===== src/rtl/chunked_adder_sub.sv =====
// Multi-cycle add/subtract: a WIDTH-bit operand pair is processed CHUNK bits per clock
// through a narrow ripple slice, with the inter-slice carry held in a register.
module chunked_adder_sub #(
    parameter int WIDTH = 16,
    parameter int CHUNK = 4
) (
    input  logic             clk,
    input  logic             rst_n,
    input  logic             start,
    input  logic             sub,
    input  logic [WIDTH-1:0] a,
    input  logic [WIDTH-1:0] b,
    input  logic             cin,
    output logic             busy,
    output logic             done,
    output logic [WIDTH-1:0] sum,
    output logic             cout,
    output logic             ovf
);

    localparam int N     = WIDTH / CHUNK;
    localparam int CNT_W = (N > 1) ? $clog2(N) : 1;

    typedef enum logic [1:0] {
        IDLE = 2'd0,
        RUN  = 2'd1,
        DONE = 2'd2
    } state_t;

    state_t             state_q, state_d;
    logic [CNT_W-1:0]   cnt_q, cnt_d;
    logic               carry_q, carry_d;
    logic [WIDTH-1:0]   a_q, a_d;
    logic [WIDTH-1:0]   b_q, b_d;
    logic [WIDTH-1:0]   acc_q, acc_d;
    logic [WIDTH-1:0]   sum_q, sum_d;
    logic               cout_q, cout_d;
    logic               ovf_q, ovf_d;

    int                 base;
    logic [CHUNK:0]     slice_w;
    logic               last_w;
    logic               cin_msb_w;

    always_comb begin
        base      = int'(cnt_q) * CHUNK;
        slice_w   = {1'b0, a_q[base +: CHUNK]} + {1'b0, b_q[base +: CHUNK]}
                  + {{CHUNK{1'b0}}, carry_q};
        last_w    = (cnt_q == CNT_W'(N - 1));
        // Carry into the MSB recovered from the MSB sum bit; only used on the final slice.
        cin_msb_w = slice_w[CHUNK-1] ^ a_q[WIDTH-1] ^ b_q[WIDTH-1];
    end

    always_comb begin
        state_d = state_q;
        cnt_d   = cnt_q;
        carry_d = carry_q;
        a_d     = a_q;
        b_d     = b_q;
        acc_d   = acc_q;
        sum_d   = sum_q;
        cout_d  = cout_q;
        ovf_d   = ovf_q;

        case (state_q)
            RUN: begin
                acc_d[base +: CHUNK] = slice_w[CHUNK-1:0];
                carry_d              = slice_w[CHUNK];
                cnt_d                = cnt_q + CNT_W'(1);
                if (last_w) begin
                    sum_d   = acc_d;
                    cout_d  = slice_w[CHUNK];
                    ovf_d   = cin_msb_w ^ slice_w[CHUNK];
                    state_d = DONE;
                end
            end
            default: begin
                // IDLE and DONE both accept a new request; DONE falls back to IDLE otherwise.
                if (start) begin
                    a_d     = a;
                    b_d     = sub ? ~b : b;
                    carry_d = sub ? 1'b1 : cin;
                    cnt_d   = '0;
                    acc_d   = '0;
                    state_d = RUN;
                end else begin
                    state_d = IDLE;
                end
            end
        endcase
    end

    always_ff @(posedge clk or negedge rst_n) begin
        if (!rst_n) begin
            state_q <= IDLE;
            cnt_q   <= '0;
            carry_q <= 1'b0;
            a_q     <= '0;
            b_q     <= '0;
            acc_q   <= '0;
            sum_q   <= '0;
            cout_q  <= 1'b0;
            ovf_q   <= 1'b0;
        end else begin
            state_q <= state_d;
            cnt_q   <= cnt_d;
            carry_q <= carry_d;
            a_q     <= a_d;
            b_q     <= b_d;
            acc_q   <= acc_d;
            sum_q   <= sum_d;
            cout_q  <= cout_d;
            ovf_q   <= ovf_d;
        end
    end

    assign busy = (state_q == RUN);
    assign done = (state_q == DONE);
    assign sum  = sum_q;
    assign cout = cout_q;
    assign ovf  = ovf_q;

endmodule


===== config.mk =====
export PLATFORM = sky130hd
export DESIGN_NAME = chunked_adder_sub
export DESIGN_NICKNAME = d
export VERILOG_FILES = /design/src/rtl/chunked_adder_sub.sv
export SDC_FILE = /design/constraint.sdc
export NUM_CORES = 1
export LEC_CHECK = 0
export BUFFER_PORTS_ARGS = -buffer_cell sky130_fd_sc_hd__clkbuf_2
export CAP_MARGIN = 10
export CORE_UTILIZATION = 30
export CTS_CLUSTER_SIZE = 8
export DETAILED_ROUTE_END_ITERATION = 8
export PLACE_DENSITY_LB_ADDON = 0.3
export RECOVER_POWER = 100
export SKIP_CTS_REPAIR_TIMING = 1
export SLEW_MARGIN = 15
export SYNTH_ARGS = -nofsm -noshare
export SYNTH_HDL_FRONTEND = slang
export SYNTH_SLANG_ARGS = --single-unit
export TNS_END_PERCENT = 10

===== constraint.sdc =====
create_clock -name clk -period 4.17 [get_ports clk]
set_input_delay 0.6255 -clock clk [delete_from_list [all_inputs] [get_ports clk]]
set_output_delay 0.6255 -clock clk [all_outputs]
set_load 0.02 [all_outputs]

==> metrics, run 1 <==
pwr dens=961 nW/um2; Tightest Pin Transition=1840 ps; switching power=1.66 mW; I/O pin count=57; top layer in use=met4; Core Area=10900 um2; die width=109 um; Final ANT Viol Nets=0; I/O Buffers=56; Initial Utilization=31.2%; Max Cap Viol=1; Final Util=36.8%; CP endpoint kind=flop; Post-synth EDFFs=0; failing checks=max-capacitance violations, max-slew violations; first-pass detailed-route iteration total=4; post-synthesis async set-or-reset flop share=100%; Layout Nets=388; # fillers=1113; combinational share of power=48.7%; Synth warnings=0; GRT Total Usage=13.4%; Vias=2380; skew final=6.26 ps; Final setup viols=0; full die area=11800 um2; synthesized net count=334; Syn Inst Count=286; Slew Limit Fails=34; total grt overflow=0; dominant cells by area after synthesis=dfrtp_1, mux2_2, mux4_2; synthesized area=3410 um2; clock power share=19.6%; placed inst area=3800 um2; largest net degree at the start of global routing=47; final cell count without fillers=485; worst path required time=4420 ps; Yosys cell types=41; Final Hold Fails=0; Yosys top cell area share=52.1%; internal power=2.20 mW; Synth Flop Type=dfrtp_1; Reg clk slew, reported paths=60 ps; Post-DP HPWL=5300 um; first-pass GRT wire length=11900 um; Layout area overhead=18.1%; RSZ-0062 raised after global routing=no; peak supply drop=413 uV; Root Driver=clkbuf_16; Total Power=3.87 mW; die height=109 um; top-count cell post-synth=dfrtp_1; layout cell share with drive strength beyond 1=22.9%; htree depth=3; clk_lat worst skew=330 ps; Post-Route WL=7240 um; placed cell count=468; run status=finished with violations; met2 WL post-DR=3390 um; part of the cycle the worst path needs=77.9%; CTS tree=yes; Switching Fraction=43.0%; Setup CP Type=reg2reg; finished layout cell area=4020 um2; DR WL/cell=14.9 um; Seq/Total Area, Yosys=52.1%; Longest Clk Path Bufs=2; Worst slew margin=-22.4%; # rows=38; Critical Path AT=3500 ps; Flop pwr share=31.7%; CP Max Fanout=10; GP Congestion=0.756; TritonCTS Sinks=71; Pleak=1.76 nW; Worst Hold Class=in2async; Avg Cell Area, Syn=11.9 um2; final critical-path required period=3250 ps; CP Launch Type=flop; cells along the critical path=clkbuf_1 > inv_1 > ha_1 > nor4b_1 > a32oi_1 > a21oi_1; vias in the first global route=2360; # diodes=0; initial drt markers=97; TritonCTS Buffers=9; Synth top cells by count=dfrtp_1, nand2_1, o21ai_0, nor2_1, xnor2_1; f_max=0.308 GHz; vias per cell=4.91; WL met1=3390 um; #FFs+latches synth=71; met3 wire length=394 um; cell taking the most area after synthesis=dfrtp_1; CP peak stage delay=1110 ps; Critical Path Slowest Stage Cell=nor4b_1; initial antenna violation count=0; DRC=0; setup TNS=0 ps
## critical path, delay by kind of cell, from the launching register on
family                     cells  cell delay, ps
AOI/OAI and AO/OA              2             500
adders and majority gates      1             410
buffers and inverters          2             490
DFF                            1             670
and+or+nand+nor                1            1110
## power by group through the flow
stage	Combinational (mW)	Sequential (mW)	Clock [mW]
floorplan	1.46	1.27	0
global placement	1.95	1.24	0
detailed placement	2.00	1.25	0
CTS	2.00	1.24	0.776
global route	2.08	1.27	0.809
finish	1.88	1.23	0.756
## flip-flops by register name (all words and copies together), names as in the netlist
name,cells
a_q,16
b_q,16
ovf,1
acc_q,16
cout,1
state_q,2
cnt_q,2
carry_q,1
sum,16
## stage by stage
step                hold slack (ps)  worst slack (ps)
floorplan                       330              1180
global placement                462              1060
detailed placement              471              1010
CTS                             485              1010
global route                    382               640
finish                          323               920
## worst paths after layout
| kind | start | to | slack, ps | cells after the start |
|---|---|---|---|---|
| worst max-delay path | cnt_q[0] | sum[11] | 920 | 6 |
| worst min-delay path | rst_n | sum[8] | 320 | 1 |
| worst max register to register | cnt_q[0] | sum[11] | 920 | 6 |
| worst min register to register | b_q[12] | b_q[12] | 480 | 2 |
| max in group asynchronous | rst_n | a_q[3] | 1700 | 2 |
| min in group clk | b_q[12] | b_q[12] | 480 | 2 |
## placed cells by master, fill, tap and decap left out, types with 2 or more instances in the layout
cell / n
a211oi_1: 2
a21o_2: 2
a21oi_1: 6
a221oi_1: 9
a22o_1: 4
a22oi_1: 3
a32o_1: 10
a32o_2: 2
a32oi_1: 4
and2_0: 2
clkbuf_1: 25
clkbuf_16: 9
clkbuf_2: 35
clkinvlp_4: 4
dfrtp_1: 71
fa_1: 2
ha_1: 9
inv_1: 8
mux2_2: 16
mux4_2: 8
nand2_1: 27
nand2b_1: 2
nor2_1: 23
nor4b_1: 2
o21ai_0: 26
o31ai_1: 2
xnor2_1: 17
## layout make-up
type | instances | area, um2 | area share, %
clock buffers | 9 | 225 | 5.60
clock inverters | 7 | 73.8 | 1.83
inverters | 8 | 30.0 | 0.746
multi-input cells | 190 | 1470 | 36.6
flip-flops and latches | 71 | 1780 | 44.2
well taps | 140 | 175 | 4.35
repair buffers | 60 | 269 | 6.69
## kinds of logic (layout without fill, tap and decap cells)
family | count (synthesis) | after routing | share of synthesized area [%]
AOI/OAI and AO/OA | 74 | 74 | 15.6
DFF | 71 | 71 | 52.1
and+or+nand+nor | 63 | 63 | 9.25
buffers and inverters | 25 | 84 | 3.31
muxes | 24 | 24 | 10.6
xor gates and xnor gates | 18 | 18 | 4.63
adders and majority gates | 11 | 11 | 4.48
## metal layers
metal | global-route usage (%) | vias to the layer above
met4 | 3.19 | 0
met3 | 4.70 | 7
met2 | 21.4 | 67
li1 | - | 1142
met5 | 0 | -
met1 | 17.3 | 1164
Note: power is estimated with default switching activity, not from simulation.
==> inputs of run 2 (changes only) <==
==> constraint.sdc (replaced) <==
create_clock -name clk -period 3.35 [get_ports clk]
set_input_delay 0.5025 -clock clk [delete_from_list [all_inputs] [get_ports clk]]
set_output_delay 0.5025 -clock clk [all_outputs]
set_load 0.02 [all_outputs]
==> metrics, run 2 (synthesis results as in run 1) <==
run status=finished with violations; failing checks=max-capacitance violations, max-slew violations; commonest non-fill, non-tap cell in the layout=dfrtp_1; vias in the first global route=2496; Layout Nets=390; CP Max Fanout=6; finished layout cell area=4030 um2; # fillers=1113; part of the cycle the worst path needs=91.1%; cell family with most CP delay=adder cells; Total Power=4.83 mW; Core Area=10900 um2; Pleak=1.78 nW; Initial Utilization=31.2%; Final Util=36.8%; Root Driver=clkbuf_16; total grt overflow=0; die width=109 um; initial drt markers=88; Layout area overhead=18.2%; Final Hold Fails=0; Critical Path AT=3310 ps; die height=109 um; multi-input logic area=1490 um2; worst path required time=3610 ps; Final setup viols=0; GRT Total Usage=13.9%; RSZ-0062 raised after global routing=no; peak supply drop=457 uV; Worst slew margin=-80.5%; skew final=4.98 ps; placed inst area=3820 um2; CTS tree=yes; Post-DP HPWL=5430 um; TritonCTS Sinks=71; Critical Path Slowest Stage Cell=mux4_2; WHS=407 ps; Tightest Pin Transition=2710 ps; htree depth=3; layout cell share with drive strength beyond 1=23.3%; Post-Route WL=7570 um; Vias=2413; DRC=0; commonest non-fill, non-tap cells in the layout=dfrtp_1, clkbuf_2, nand2_1; vias per cell=4.99; pwr dens=1200 nW/um2; initial antenna violation count=0; Final ANT Viol Nets=0; GP Congestion=0.809; I/O Buffers=56; Slew Limit Fails=50; final critical-path required period=3050 ps; Worst Hold Class=in2reg; I/O pin count=57; Register Area=1780 um2; Reg clk slew, reported paths=50 ps; CP most frequent cell=fa_1; Longest Clk Path Bufs=2; first-pass GRT wire length=12300 um; largest net degree at the start of global routing=50; TritonCTS Buffers=9; Max Cap Viol=1; # rows=38; full die area=11800 um2; clk_lat worst skew=320 ps; DR WL/cell=15.6 um; cells along the critical path=mux4_2 > fa_1 > fa_1 > xor2_1 > and2_0 > a22o_1; Setup CP Type=reg2reg; f_max=0.328 GHz; first-pass detailed-route iteration total=4; CP Launch Type=flop; setup TNS=0 ps; Crit path buffers/inverters=0; CP peak stage delay=570 ps; # diodes=0; CP endpoint kind=flop
[run 2: cell types whose count changed in the layout (fill, tap and decap cells not counted)]
cell / previous run / this run
clkinvlp_4: 4 / 0
clkbuf_8: 0 / 3
buf_4: 0 / 2
bufinv_16: 1 / 0
clkbuf_1: 25 / 24
clkbuf_2: 35 / 36
clkinv_4: 1 / 0
nor4b_1: 2 / 1
nor4b_4: 0 / 1
[run 2: worst paths after layout]
check,start,end,slack [ps],depth (start not counted)
setup / recovery,cnt_q[0],acc_q[6],300,6
hold / removal,a[8],a_q[8],410,2
setup reg to reg,cnt_q[0],acc_q[6],300,6
hold reg to reg,sum[13],sum[13],480,2
max in group asynchronous,rst_n,b_q[5],770,1
min in group asynchronous,rst_n,sum[9],1030,1
[run 2: power by group]
part	internal (mW)	total (mW)	switching, mW
logic	0.929	2.44	1.51
clock network	0.547	0.871	0.324
registers	1.27	1.52	0.249
total	2.74	4.83	2.09
[run 2: cell type report]
type	instances	area share, %
repair buffers	62	7.08
clock buffers	12	6.62
inverters	8	0.746
flip-flops and latches	71	44.1
well taps	140	4.35
multi-input cells	190	37.0
clock inverters	1	0.124
[run 2: routing by layer]
layer	track usage [%]	vias to the layer above	wire, um
met5	0	-	0
met4	4.34	0	61
met3	3.32	6	422
met2	22.5	73	3630
met1	18.4	1187	3460
li1	-	1147	-
[run 2: per-stage QoR]
stage               setup slack (ps)  instances
floorplan                        357        286
global placement                 398        471
detailed placement               361        471
CTS                              330        484
global route                     155        484
finish                           298        484
[run 2: worst register-to-register path, cell delays in order, from the launching register on]
cell     delay [ps]
dfrtp_1         510
mux4_2          570
fa_1            460
fa_1            450
xor2_1          470
and2_0          350
a22o_1          180
